**config.mk**
```make
export PLATFORM = sky130hd
export DESIGN_NAME = full_adder_instantiation
export DESIGN_NICKNAME = d
export VERILOG_FILES = /design/src/rtl/full_adder_pkg.sv /design/src/rtl/full_adder_bit.sv /design/src/rtl/full_adder_instantiation.sv
export SDC_FILE = /design/constraint.sdc
export NUM_CORES = 1
export LEC_CHECK = 0
export CORE_AREA = 2 2 39 41
export CTS_BUF_LIST = sky130_fd_sc_hd__clkbuf_2 sky130_fd_sc_hd__clkbuf_4 sky130_fd_sc_hd__clkbuf_8
export DETAILED_ROUTE_END_ITERATION = 12
export DIE_AREA = 0 0 41 43
export PLACE_DENSITY = 0.39
export SYNTH_ARGS = -nofsm -noshare
export SYNTH_HDL_FRONTEND = slang
export SYNTH_SLANG_ARGS = --single-unit
```
**constraint.sdc**
```tcl
create_clock -name clk -period 1.35 [get_ports clk]
set_clock_uncertainty 0.1 [all_clocks]
set_input_delay 0.2025 -clock clk [delete_from_list [all_inputs] [get_ports clk]]
set_output_delay 0.2025 -clock clk [all_outputs]
set_load 0.01 [all_outputs]
```
**src/rtl/full_adder_pkg.sv**
```systemverilog
// Shared constants and result payload for the registered ripple-carry adder.
package full_adder_pkg;

   localparam int unsigned FA_DEFAULT_WIDTH = 1;

   // Full result of one addition: carry out above the sum bits.
   typedef struct packed {
      logic                        cout;
      logic [FA_DEFAULT_WIDTH-1:0] sum;
   } fa_result_t;

endpackage : full_adder_pkg

```
**src/rtl/full_adder_bit.sv**
```systemverilog
// One-bit full adder cell, purely combinational.
module full_adder_bit (
   input  logic a,
   input  logic b,
   input  logic cin,
   output logic sum,
   output logic cout
);

   logic p;

   // Propagate term is shared by the sum and the carry.
   assign p    = a ^ b;
   assign sum  = p ^ cin;
   assign cout = (a & b) | (cin & p);

endmodule : full_adder_bit

```
**src/rtl/full_adder_instantiation.sv**
```systemverilog
// Registered ripple-carry adder: {cout,sum} = a + b + cin.
// REG_INPUTS=1 adds an input register stage (latency 2), otherwise latency 1.
// Optional signed-overflow output enabled by macro FULL_ADDER_OVF_EN.
module full_adder_instantiation
   import full_adder_pkg::*;
#(
   parameter int unsigned WIDTH      = FA_DEFAULT_WIDTH,
   parameter int unsigned REG_INPUTS = 0
) (
   input  logic             clk,
   input  logic             rst_n,
   input  logic             in_valid,
   input  logic [WIDTH-1:0] a,
   input  logic [WIDTH-1:0] b,
   input  logic             cin,
   output logic [WIDTH-1:0] sum,
   output logic             cout,
   output logic             out_valid
`ifdef FULL_ADDER_OVF_EN
   ,
   output logic             ovf
`endif
);

   localparam int unsigned MSB = WIDTH - 1;

   logic [WIDTH-1:0] a_s;
   logic [WIDTH-1:0] b_s;
   logic             cin_s;
   logic             vld_s;

   logic [WIDTH:0]   carry;
   logic [WIDTH-1:0] sum_c;

   if (REG_INPUTS != 0) begin : g_in_reg
      logic [WIDTH-1:0] a_q;
      logic [WIDTH-1:0] b_q;
      logic             cin_q;
      logic             vld_q;

      // Input stage: operands only load when qualified, so idle garbage never enters.
      always_ff @(posedge clk or negedge rst_n) begin
         if (!rst_n) begin
            a_q   <= '0;
            b_q   <= '0;
            cin_q <= 1'b0;
            vld_q <= 1'b0;
         end else begin
            vld_q <= in_valid;
            if (in_valid) begin
               a_q   <= a;
               b_q   <= b;
               cin_q <= cin;
            end
         end
      end

      assign a_s   = a_q;
      assign b_s   = b_q;
      assign cin_s = cin_q;
      assign vld_s = vld_q;
   end else begin : g_in_comb
      assign a_s   = a;
      assign b_s   = b;
      assign cin_s = cin;
      assign vld_s = in_valid;
   end

   assign carry[0] = cin_s;

   // Ripple chain: one cell per bit, carry flows LSB to MSB.
   for (genvar i = 0; i < int'(WIDTH); i++) begin : g_bit
      full_adder_bit u_bit (
         .a    (a_s[i]),
         .b    (b_s[i]),
         .cin  (carry[i]),
         .sum  (sum_c[i]),
         .cout (carry[i+1])
      );
   end

`ifdef FULL_ADDER_OVF_EN
   logic ovf_c;

   // Signed overflow: operands share a sign that the result does not.
   assign ovf_c = (a_s[MSB] == b_s[MSB]) && (sum_c[MSB] != a_s[MSB]);
`endif

   // Output stage: results hold while idle, valid tracks the qualifier.
   always_ff @(posedge clk or negedge rst_n) begin
      if (!rst_n) begin
         sum       <= '0;
         cout      <= 1'b0;
         out_valid <= 1'b0;
`ifdef FULL_ADDER_OVF_EN
         ovf       <= 1'b0;
`endif
      end else begin
         out_valid <= vld_s;
         if (vld_s) begin
            sum  <= sum_c;
            cout <= carry[WIDTH];
`ifdef FULL_ADDER_OVF_EN
            ovf  <= ovf_c;
`endif
         end
      end
   end

endmodule : full_adder_instantiation

```
==> flow_summary.toml, run 1 <==
[status]
status = "finished clean"

[worst_setup_path]
cp.arrival_ns = 0.89
crit_start = "cout"
crit_end = "cout"
r2r-start = "cout"
crit_buf_inv = 1
crit_type = "reg2out"
slowest_stage = "dfrtp_1"
critPathMaxStageDelay_ns = 0.37
cp_num_cells = 1
r2r_end = "cout"
cp-start-kind = "flop"
critical_path.max_fanout = 2
end_kind = "primary output"
reg2reg_slack_ns = 0.50
crit_family = "flip-flops"
worstPathRequired_ns = 1.05
crit_chain = "dlygate4sd2_1"
r2r_cells = 1

[synthesis]
synth_cell_type_count = 3
synth_top_family_by_area = "multiplexers"
synthesis.area_um2 = 117.6
synth-compound-area-share = 0
yosysTopAreaCell = "dfrtp_1"
syn_area_per_cell_um2 = 19.60
yosys-top-cells-count = "dfrtp_1, mux2_2, fa_1"
synth_top_cell_area_share = 0.6383
synth_enable_flop_cells = 0
synth.yosys.seq_area_share = 0.6383
synthCells = 6
yosys.area_share.simple = 0
ys.flop_type = "dfrtp_1"
ys_ff_latch = 3
muxShareOfSynthArea = 0.1915
synthArstFlopShare = 1.000
yosys.area_share.xor_xnor = 0
syn_nets = 13
yosys_warnings = 0
synthTopCellsByArea = "dfrtp_1, mux2_2, fa_1"
synth_fa_ha_area_frac = 0.1702
synth_most_common_cell = "dfrtp_1"

[clock_tree]
cts_root_buf = "clkbuf_4"
cts_tree = "built"
h-tree-depth = 1
cts_hold_buf = 0
clock-sinks = 3
cts_buffer_depth = 2
clk_pin_slew_worst_paths_ns = 0.04
clk_latency_ns = 0.23
numCtsBuffers = 3

[floorplanning]
die_h_um = 43
rows = 14
start_util = 0.08499
coreArea_mm2 = 0.001384
num_io_pins = 9
die_w_um = 41
die-area_mm2 = 0.001763

[route]
drt-initial-drc-count = 1
dr.pass1.iters = 2
drc = 0
wl_per_cell_um = 7.853
via_per_inst = 2.882
vias = 98
wl_um = 267
ant_nets = 0

[sta]
tightest_slew_ns = 0.1372
slew_violations = 0
setup_violations = 0
period_share = 0.8832
hold_viol_final = 0
slew_headroom = 0.9083
period_needed_ns = 1.192
rsz0062_at_grt = "false"
fmax_mhz = 838.7

[global_route]
grt_pass1_vias = 111
grt_max_degree = 4
grt_pass1_wl_um = 448
grt-ovfl-total = 0
grt_usage = 0.04940
antenna_found_initial = 0

[power_and_ir_drop]
power_mw = 0.3333
power.density_mw_per_mm2 = 1366
pwr-share-comb = 0.150
seq_power_share = 0.321
p_int_mw = 0.2632
power.switching_mw = 0.07010
swShare = 0.2103
power.clock.fraction = 0.529
p_leak_nw = 0.1159
irDropWorstVdd_mv = 0.2761

[finish]
final_cell_count_no_fill = 34
syn_to_final_growth_pct = 107.4
antenna_cells = 0
final_core_util = 0.1763
drive_gt1_frac = 0.3333
fin_nets = 26

[placement]
dpl.hpwl_um = 208.5
gp_congestion = 0.5613
dp.cells = 30
port_buffers = 8

[flow_run]
cap_violations = 0

[worst_hold_path]
min_path_type = "in2async"
[stage by stage]
step | instance area (um^2) | hold WS (ns) | TNS [ns] | worst slack, ns
finish | 244.0 | 0.05242 | 0 | 0.1577
global route | 244.0 | 0.05144 | 0 | 0.1242
CTS | 241.5 | 0.04915 | 0 | 0.02604
detailed placement | 217.7 | 0.2974 | -0.4503 | -0.2522
global placement | 217.7 | 0.2925 | -0.4230 | -0.2347
floorplan | 117.6 | -0.1931 | 0 | 0.2216
[power groups by stage]
stage	Combinational (mW)	Clock, mW	Sequential [mW]
after floorplan	0.0118	0	0.113
after global placement	0.0593	0	0.108
after detailed placement	0.0610	0	0.109
after CTS	0.0513	0.185	0.107
after global routing	0.0554	0.197	0.108
final	0.0501	0.176	0.107
[placed cells by master (no fill, tap or decap)]
master / count
dlygate4sd2_1: 5
clkbuf_4: 4
dfrtp_1: 3
mux2_2: 2
clkdlybuf4s50_1: 2
fa_1: 1
dlymetal6s2s_1: 1
[final cells by class]
class,instances,area (um^2)
clock buffers,4,30.03
well taps,16,20.02
fillers,155,1140
multi-input cells,3,42.54
repair buffers,8,76.32
flip-flops and latches,3,75.07
[layer usage]
layer / track usage / share of wire / wire [um]
met1: 0.04886 / 0.42 / 111
met3: 0.04712 / 0.21 / 55
met2: 0.04063 / 0.37 / 99
met4: 0.08000 / 0 / 0
met5: 0 / 0 / 0
[sequential cells by signal, indices dropped and copies added, names as in the netlist]
name and flops:
out_valid 1, cout 1, sum 1
[cell families after synthesis]
kind of cell	after synthesis
fa+ha+maj	1
flops	3
mux	2
[how the worst min path moves through the flow]
| stage | end | slack [ns] | depth (start not counted) |
|---|---|---|---|
| final | cout | 0.05 | 1 |
| after detailed placement | out_valid | 0.30 | 1 |
| after CTS | out_valid | 0.05 | 1 |
| after global placement | out_valid | 0.29 | 1 |
| after floorplan | cout | -0.19 | 0 |
| after global routing | cout | 0.05 | 1 |
[timing repair]
item,in CTS,in global routing
pin swaps,0,1
setup endpoints to repair,4,1
resized for setup,5,1
buffers inserted,0,0
Note: power is estimated with default switching activity, not from simulation.
==> inputs of run 2 (changes only) <==
--- a/config.mk
+++ b/config.mk
@@ -10,6 +10,7 @@
 export DETAILED_ROUTE_END_ITERATION = 12
 export DIE_AREA = 0 0 41 43
 export PLACE_DENSITY = 0.39
+export SLEW_MARGIN = 20
 export SYNTH_ARGS = -nofsm -noshare
 export SYNTH_HDL_FRONTEND = slang
 export SYNTH_SLANG_ARGS = --single-unit
==> results of run 2 <==
No change in the layout: final DEF, timing and power equal those of run 1.
